`src/rtl/divider_rr_arbiter.sv`:
```
// divider_rr_arbiter: round-robin front end that shares one divider among
// NUM_REQ requesters. It takes one operand pair per transaction, runs the
// divider's go/done sequence, and holds the result until the winner takes it.
//
// Optional feature macro: DIV_ARB_ZERO_BYPASS_EN. When it is defined, a request
// with divisor==0 is answered directly from IDLE and the divider is not started.
//
// Handshakes: a transfer happens on a rising clk edge where valid and ready are
// both high. req_ready is the combinational grant, so it depends on req_valid.
// req_valid may drop without a transfer. resp_valid holds its response until
// the granted requester raises resp_ready.
module divider_rr_arbiter #(
   parameter int WIDTH   = 32,
   parameter int NUM_REQ = 4
) (
   input  logic                     clk,
   input  logic                     rst_n,
   input  logic [NUM_REQ-1:0]       req_valid,
   output logic [NUM_REQ-1:0]       req_ready,
   input  logic [NUM_REQ*WIDTH-1:0] req_dividend,
   input  logic [NUM_REQ*WIDTH-1:0] req_divisor,
   output logic [NUM_REQ-1:0]       resp_valid,
   input  logic [NUM_REQ-1:0]       resp_ready,
   output logic [WIDTH-1:0]         resp_quotient,
   output logic [WIDTH-1:0]         resp_remainder,
   output logic                     resp_divide_by_zero,
   output logic                     div_go,
   output logic [WIDTH-1:0]         div_dividend,
   output logic [WIDTH-1:0]         div_divisor,
   input  logic                     div_done,
   input  logic [WIDTH-1:0]         div_quotient,
   input  logic [WIDTH-1:0]         div_remainder,
   input  logic                     div_divide_by_zero,
   output logic                     busy
);

   localparam int IDX_W = $clog2(NUM_REQ);

   typedef enum logic [1:0] {IDLE, ISSUE, WAIT_DONE, RESP} state_t;

   state_t             state;
   state_t             state_next;
   logic [IDX_W-1:0]   rr_ptr;
   logic [IDX_W-1:0]   id;
   logic [IDX_W-1:0]   gnt_idx;
   logic [IDX_W-1:0]   cand_idx;
   logic [IDX_W:0]     cand_sum;
   logic               gnt_found;
   logic               accept;
   logic [WIDTH-1:0]   sel_dividend;
   logic [WIDTH-1:0]   sel_divisor;

   // Grant search: first valid requester after the last winner, with wrap.
   always_comb begin
      gnt_found = 1'b0;
      gnt_idx   = '0;
      cand_sum  = '0;
      cand_idx  = '0;
      for (int k = 1; k <= NUM_REQ; k++) begin
         cand_sum = {1'b0, rr_ptr} + (IDX_W+1)'(k);
         if (cand_sum >= (IDX_W+1)'(NUM_REQ)) begin
            cand_sum = cand_sum - (IDX_W+1)'(NUM_REQ);
         end
         cand_idx = cand_sum[IDX_W-1:0];
         if (!gnt_found && req_valid[cand_idx]) begin
            gnt_found = 1'b1;
            gnt_idx   = cand_idx;
         end
      end
      accept       = (state == IDLE) && gnt_found;
      sel_dividend = req_dividend[gnt_idx*WIDTH +: WIDTH];
      sel_divisor  = req_divisor[gnt_idx*WIDTH +: WIDTH];
   end

   // State register; reset aborts any transaction in flight.
   always_ff @(posedge clk or negedge rst_n) begin
      if (!rst_n) begin
         state <= IDLE;
      end else begin
         state <= state_next;
      end
   end

   // Next-state and handshake outputs.
   always_comb begin
      state_next = state;
      req_ready  = '0;
      resp_valid = '0;
      div_go     = 1'b0;
      busy       = (state != IDLE);
      case (state)
         IDLE: begin
            if (accept) begin
               req_ready[gnt_idx] = 1'b1;
`ifdef DIV_ARB_ZERO_BYPASS_EN
               state_next = (sel_divisor == '0) ? RESP : ISSUE;
`else
               state_next = ISSUE;
`endif
            end
         end
         ISSUE: begin
            div_go     = 1'b1;
            state_next = WAIT_DONE;
         end
         WAIT_DONE: begin
            if (div_done) begin
               state_next = RESP;
            end
         end
         RESP: begin
            resp_valid[id] = 1'b1;
            if (resp_ready[id]) begin
               state_next = IDLE;
            end
         end
         default: state_next = IDLE;
      endcase
   end

   // Operand, pointer and result registers.
   always_ff @(posedge clk or negedge rst_n) begin
      if (!rst_n) begin
         rr_ptr              <= IDX_W'(NUM_REQ-1);
         id                  <= '0;
         div_dividend        <= '0;
         div_divisor         <= '0;
         resp_quotient       <= '0;
         resp_remainder      <= '0;
         resp_divide_by_zero <= 1'b0;
      end else begin
         if (accept) begin
            rr_ptr       <= gnt_idx;
            id           <= gnt_idx;
            div_dividend <= sel_dividend;
            div_divisor  <= sel_divisor;
`ifdef DIV_ARB_ZERO_BYPASS_EN
            if (sel_divisor == '0) begin
               resp_quotient       <= '1;
               resp_remainder      <= sel_dividend;
               resp_divide_by_zero <= 1'b1;
            end
`endif
         end
         if ((state == WAIT_DONE) && div_done) begin
            // On divide-by-zero the divider outputs are stale, so substitute.
            resp_divide_by_zero <= div_divide_by_zero;
            resp_quotient       <= div_divide_by_zero ? '1 : div_quotient;
            resp_remainder      <= div_divide_by_zero ? div_dividend : div_remainder;
         end
      end
   end

endmodule

```
`config.mk`:
```
export PLATFORM = sky130hd
export DESIGN_NAME = divider_rr_arbiter
export DESIGN_NICKNAME = d
export VERILOG_FILES = /design/src/rtl/divider_rr_arbiter.sv
export SDC_FILE = /design/constraint.sdc
export NUM_CORES = 1
export LEC_CHECK = 0
export CORE_AREA = 5 5 182 184
export DETAILED_ROUTE_END_ITERATION = 8
export DIE_AREA = 0 0 187 189
export DONT_BUFFER_PORTS = 1
export PLACE_DENSITY = 0.42
export SYNTH_ARGS = -nofsm -noshare
export SYNTH_HDL_FRONTEND = slang
export SYNTH_SLANG_ARGS = --single-unit
```
`constraint.sdc`:
```
create_clock -name clk -period 2.9 [get_ports clk]
set_input_delay 0.87 -clock clk [delete_from_list [all_inputs] [get_ports clk]]
set_output_delay 0.87 -clock clk [all_outputs]
set_load 0.005 [all_outputs]
```
# == Word-level counts from Yosys, hierarchy flattened ==
# Index checks and enable logic that the tools add are counted.
# totals
reg_bits,135
output_inout_bits,139
input_bits,332
word_cells,85
# op_classes
addsub,8
mux,36
magnitude_cmp,12
n_shift,2
reduce_logical,13
n_eq_ne,6
# ops
operator,count
$shiftx A128 B8 Y32,2
$mux W32,2
$mux W2,11
$lt A2 B3 Y1 const B,6
$ge A3 B3 Y1 const B,4
$mux W1,12
$mux W4,3
$bmux W1 S2,5
$pmux W2 S4,1
$sub A2 B1 Y2 const B,4
$logic_and A1 B1 Y1,7
$add A2 B2 Y3 const B,2
$ne A2 B2 Y1 const B,3
$demux W1 S2,2
$eq A2 B2 Y1 const B,2
$ge A2 B1 Y1 const B,2
$add A2 B1 Y3 const B,1
$add A2 B3 Y3 const B,1
$logic_not A1 Y1,3
$reduce_and A3 Y1,1
$eq A2 B1 Y1 const B,1
$logic_not A2 Y1,1
$reduce_bool A2 Y1,1

# == Longest topological paths before layout ==
# depth
word_depth,21
depth_mapped,9
mapped_depth_nobuf,6

# == Least setup slack after synthesis ==
# OpenSTA, ideal clock, no wires.
# synth_path
path_type,input -> output
from,input req_valid[1]
to,output req_ready[0]
n_path_buf,3
cell_stages,8
required_ps,2030
arrival_time_ps,1864
setup_slack_ps,166
cell_sequence,nor2b_2 a21oi_1 o221a_1 buf_6 buf_12 buf_8 inv_2 nor2_1
# synth_between
elab_chain_cells,18
elab_cells_between_ends,30
cone_classes,2 x order compare; 20 x mux; 8 x reduce/logical
# synth_rtl
element,line_no,source
"start, declared",18,"input logic [NUM_REQ-1:0] req_valid,"
$bmux W1 S2,65,if (!gnt_found && req_valid[cand_idx]) begin
$mux W1 (not written as such),65,
$mux W1,65,
$logic_not A1 Y1,65,
$logic_and A1 B1 Y1,65,
$mux W1,65,
$logic_not A1 Y1,65,
$logic_and A1 B1 Y1,65,
[2 not listed],n/a,
$logic_and A1 B1 Y1,65,
$mux W2,65,
$lt A2 B3 Y1 (not written as such) / $ge A2 B1 Y1 (equally long branches),94,req_ready[gnt_idx] = 1'b1;
$logic_and A1 B1 Y1 (not written as such),94,
$mux W1 (not written as such),94,
$demux W1 S2,94,
$mux W4 *,93,if (accept) begin
$mux W4 *,91,case (state)
"end, declared",19,"output logic [NUM_REQ-1:0] req_ready,"
# Mark *: on every way between the ends. The rest lies on a longest branch, timed or not. The select of a mux whose other input is x is not followed.

# == Worst setup path after layout ==
# layout_path
from,register rr_ptr[1]
to,output req_ready[0]
# layout_between
elab_chain_cells,21
elab_cells_between_ends,46
cone_classes,8 x add/sub; 6 x order compare; 24 x mux; 8 x reduce/logical
# layout_rtl
element,line_no,source
"start, declared",43,logic [IDX_W-1:0] rr_ptr;
"start signal, assigned",124,rr_ptr <= IDX_W'(NUM_REQ-1);
"start signal, assigned",133,rr_ptr <= gnt_idx;
$add A2 B1 Y3,60,"cand_sum = {1'b0, rr_ptr} + (IDX_W+1)'(k);"
$ge A3 B3 Y1 / $sub A2 B1 Y2 (equally long branches),"61, 62",
$mux W2,61,if (cand_sum >= (IDX_W+1)'(NUM_REQ)) begin
$bmux W1 S2,65,
$mux W1 (not written as such),65,
$mux W1,65,
$logic_not A1 Y1,65,
$logic_and A1 B1 Y1,65,
[5 not listed],n/a,
$logic_and A1 B1 Y1,65,
$mux W2,65,
$lt A2 B3 Y1 (not written as such) / $ge A2 B1 Y1 (equally long branches),94,
$logic_and A1 B1 Y1 (not written as such),94,
$mux W1 (not written as such),94,
$demux W1 S2,94,
$mux W4 *,93,
$mux W4 *,91,
# Marked as above.

==> summary by stage <==
Die
The placeable core region is 31,200 um2. The area of the die is 35,300 um2. During I/O placement, the number of pins put on the boundary was 471.

The initial core utilization is 0.230. The die boundary width is 187 um. The die is 189 um tall. The number of standard-cell rows in the floorplan is 65.

STA
The count of final hold-check violations is 0. The ratio of final minimum period to clock period is 0.921. The transition time at the pin with the least slew margin is 0.579 ns. Setup repair after global routing left no endpoint under its margin. The number of max-slew violations in the final report is 0. The achievable frequency is 0.374 GHz. The post-route clock skew is 0.0105 ns. After layout, the minimum clock period comes to 2.67 ns. In the final timing run, aggregate negative setup slack is 0 ns. Setup violations remaining at the end of the flow were counted as 0. The worst pin sits at a relative slew slack of 0.610. The post-route worst setup slack is 0.228 ns.

Power
After layout, the design draws a total of 9.52 mW. The power per cell area is 1170 nW/um2. The share of total power dissipated in the clock network is 0.259. The share of total power dissipated in sequential elements is 0.402. The net switching fraction of the power is 0.386. The standby leakage power is 3.65 nW. Across the VDD grid, the largest voltage drop is 0.000425 V. Internal power comes to 5.85 mW. Summed over all nets, the switching power comes to 3.67 mW. Of the total power, combinational logic draws 0.339.

Routing
Across all layers, the routed design uses 5,366 vias. The wire length after detailed routing is 26,100 um. After detailed routing, the average wire length per cell comes to 24.1 um. For this run, the detailed router's first-pass iteration total came to 4. The violation count after the first detailed-route iteration is 207. After detailed routing, the number of vias per cell comes to 4.95. The number of nets with antenna violations after routing is 0. For this run, design rule violations remaining after detail routing come to 0.

Placement
Timing analysis after detailed placement gives a worst setup slack of 0.248 ns. Routability-driven placement finished with a final weighted congestion of 0.748. The count of buffers from port buffering is 0. The area of placed instances is 7500 um2.

Detailed placement finished with a half-perimeter wire length of 19,900 um.

Clock tree
The count of clock tree sinks is 135. TritonCTS built the clock tree. The number of clock buffers added by TritonCTS is 17. The H-tree was split into 4 levels. The clock latency reported for the late side of the worst-skew pair is 0.41 ns. The clock passes through at most 2 buffers. The CTS clock-pin slew for the worst setup and hold paths is 0.06 ns. The CTS root buffer is sky130_fd_sc_hd__clkbuf_16.

Yosys
The number of nets handed over by synthesis was 1,028. The share of the Yosys chip area taken by registers is 0.472. The count of different cell masters after synthesis is 33.

The synthesized netlist occupies a cell area of 7170 um2. During synthesis, Yosys emitted a total of 0 warnings. The cell count after synthesis came out at 692. The flop and latch count out of synthesis is 135.

A synthesized cell averages 10.4 um2.

Global route
The number of antenna violations at the first check in global routing is 4. The largest net degree at the start of global routing is 136. The remaining global-route overflow is 0.

The all-layer global routing usage is 0.140. The first global-routing pass estimated 37,600 um of wire. The via count of the first global-routing pass is 5,579.

Setup path
The largest fanout on the critical path is 8. For this run, the slowest stage of the critical path takes 0.60 ns. The worst setup path is captured at an output port. The critical path goes through nand2_1, a21oi_1, o221a_4, inv_2, nor2_1. The critical-path cell with the highest stage delay is sky130_fd_sc_hd__dfstp_2. The critical path arrival is 1.80 ns.

The critical path is of the reg -> out type. The data required time at the worst endpoint is 2.03 ns. Measured in cells, the most critical reg-to-reg path has a length of 7.

The element type at the critical path start is a flip-flop.

Status
The run finished with clean final reports.

Layout
In the final layout, the share of cells above drive strength 1 is 0.0809. The area of all placed cells without fillers is 8170 um2. The relative area change from synthesis to final layout is 13.9%.

The commonest non-fill, non-tap cell in the layout is sky130_fd_sc_hd__mux2i_1. After the last flow step, the layout net total stands at 1,003. Leaving out fill and tap cells, the most frequent cells in the layout are 161 x sky130_fd_sc_hd__mux2i_1, 133 x sky130_fd_sc_hd__dfrtp_1, 103 x sky130_fd_sc_hd__nor2_1.

Worst hold path
The worst hold path belongs to the class in -> async.

Run
The count of maximum capacitance violations is 0.
path summary, 6_finish.rpt:
path | start | to | slack [ns]
worst min-delay path | rst_n | div_dividend[10] | 0.15
worst max-delay path | rr_ptr[1] | req_ready[0] | 0.23
min in group clk | rr_ptr[1] | rr_ptr[1] | 0.51
max in group asynchronous | rst_n | rr_ptr[1] | 2.51
worst min register to register | rr_ptr[1] | rr_ptr[1] | 0.51
worst max register to register | rr_ptr[1] | div_divisor[29] | 0.55
worst max-delay path, delay by kind of cell (launching register included):
family | cells | cell delay, ns
AO/OA/AOI/OAI | 2 | 0.51
buffers and inverters | 1 | 0.05
flip-flops | 1 | 0.60
AND/OR/NAND/NOR | 2 | 0.22
metrics by stage:
step                      cells  hold WS (ns)  utilization
after detailed placement   1050         0.508        0.240
after CTS                  1082         0.119        0.261
after floorplan             692         0.478            -
after global placement     1050         0.505        0.240
final                      1085         0.147        0.261
after global routing       1085         0.114        0.261
cells by family after synthesis:
family,after synthesis,share of synthesized area
flops,135,0.472
buf+inv,64,0.0571
compound gates,138,0.132
mux,163,0.229
simple gates,188,0.103
fa+ha+maj,4,0.00698
cell usage after synthesis:
library cell               instances  area [um2]
sky130_fd_sc_hd__o21ai_0           1        5.00
sky130_fd_sc_hd__and2_1            1        6.26
sky130_fd_sc_hd__buf_8             2        30.0
sky130_fd_sc_hd__nor3b_1           1        7.51
sky130_fd_sc_hd__inv_1             5        18.8
sky130_fd_sc_hd__clkbuf_4          6        45.0
sky130_fd_sc_hd__a221oi_1          1        8.76
sky130_fd_sc_hd__buf_1             1        3.75
sky130_fd_sc_hd__nand2_1          73         274
sky130_fd_sc_hd__o221a_1           1        11.3
sky130_fd_sc_hd__inv_2             1        3.75
sky130_fd_sc_hd__a21oi_1          69         345
sky130_fd_sc_hd__nor4_1            1        6.26
sky130_fd_sc_hd__dfstp_2           2        52.6
sky130_fd_sc_hd__and3_1            1        6.26
sky130_fd_sc_hd__mux2_2            1        11.3
sky130_fd_sc_hd__clkbuf_1         31         116
sky130_fd_sc_hd__o221ai_1         64         561
sky130_fd_sc_hd__dfrtp_1         133        3330
sky130_fd_sc_hd__mux4_2            1        22.5
sky130_fd_sc_hd__nor2_1          105         394
sky130_fd_sc_hd__mux2i_1         161        1610
sky130_fd_sc_hd__nand2b_1          3        18.8
sky130_fd_sc_hd__and3b_1           1        8.76
sky130_fd_sc_hd__buf_6             1        11.3
sky130_fd_sc_hd__a31oi_1           1        6.26
sky130_fd_sc_hd__buf_2             9        45.0
sky130_fd_sc_hd__ha_1              4        50.1
sky130_fd_sc_hd__buf_12            6         120
sky130_fd_sc_hd__nor2b_1           1        6.26
sky130_fd_sc_hd__nor2b_2           1        8.76
sky130_fd_sc_hd__buf_4             2        15.0
sky130_fd_sc_hd__o32a_1            1        10.0
cell type report:
type | instances | area, um2
fillers | 3304 | 23100
multi-input cells | 493 | 3410
flip-flops and latches | 135 | 3380
well taps | 402 | 503
clock buffers | 24 | 482
repair buffers | 14 | 193
clock inverters | 8 | 169
inverters | 6 | 22.5
diodes | 3 | 7.51
sequential cells by signal, summed over array words and instances, names as in the netlist:
name / count
div_dividend: 32
resp_remainder: 32
state: 2
resp_quotient: 32
rr_ptr: 2
div_divisor: 32
id: 2
resp_divide_by_zero: 1
power by group through the flow:
stage | logic, mW | registers [mW] | clock network (mW)
6_report | 3.23 | 3.83 | 2.46
5_1_grt | 3.60 | 3.95 | 2.60
4_1_cts | 3.27 | 3.87 | 2.54
3_5_place_dp | 3.28 | 3.90 | 0
3_3_place_gp | 3.20 | 3.92 | 0
2_1_floorplan | 2.76 | 3.41 | 0
what timing repair did:
| item | in CTS | in global routing |
|---|---|---|
| resized for setup | 1 | 2 |
| hold buffers | 0 | 0 |
| setup buffers | 0 | 0 |
| endpoints found under the setup margin | 1 | 2 |
routing by layer:
metal  part of all wire  global-route usage  vias to the layer above
li1                   -                   -                     2453
met1               0.39               0.158                     2565
met2               0.50               0.240                      323
met3              0.098              0.0612                       23
met4              0.017              0.0421                        2
met5            0.00050                   0                        -
(Power assumes the default switching activity.)
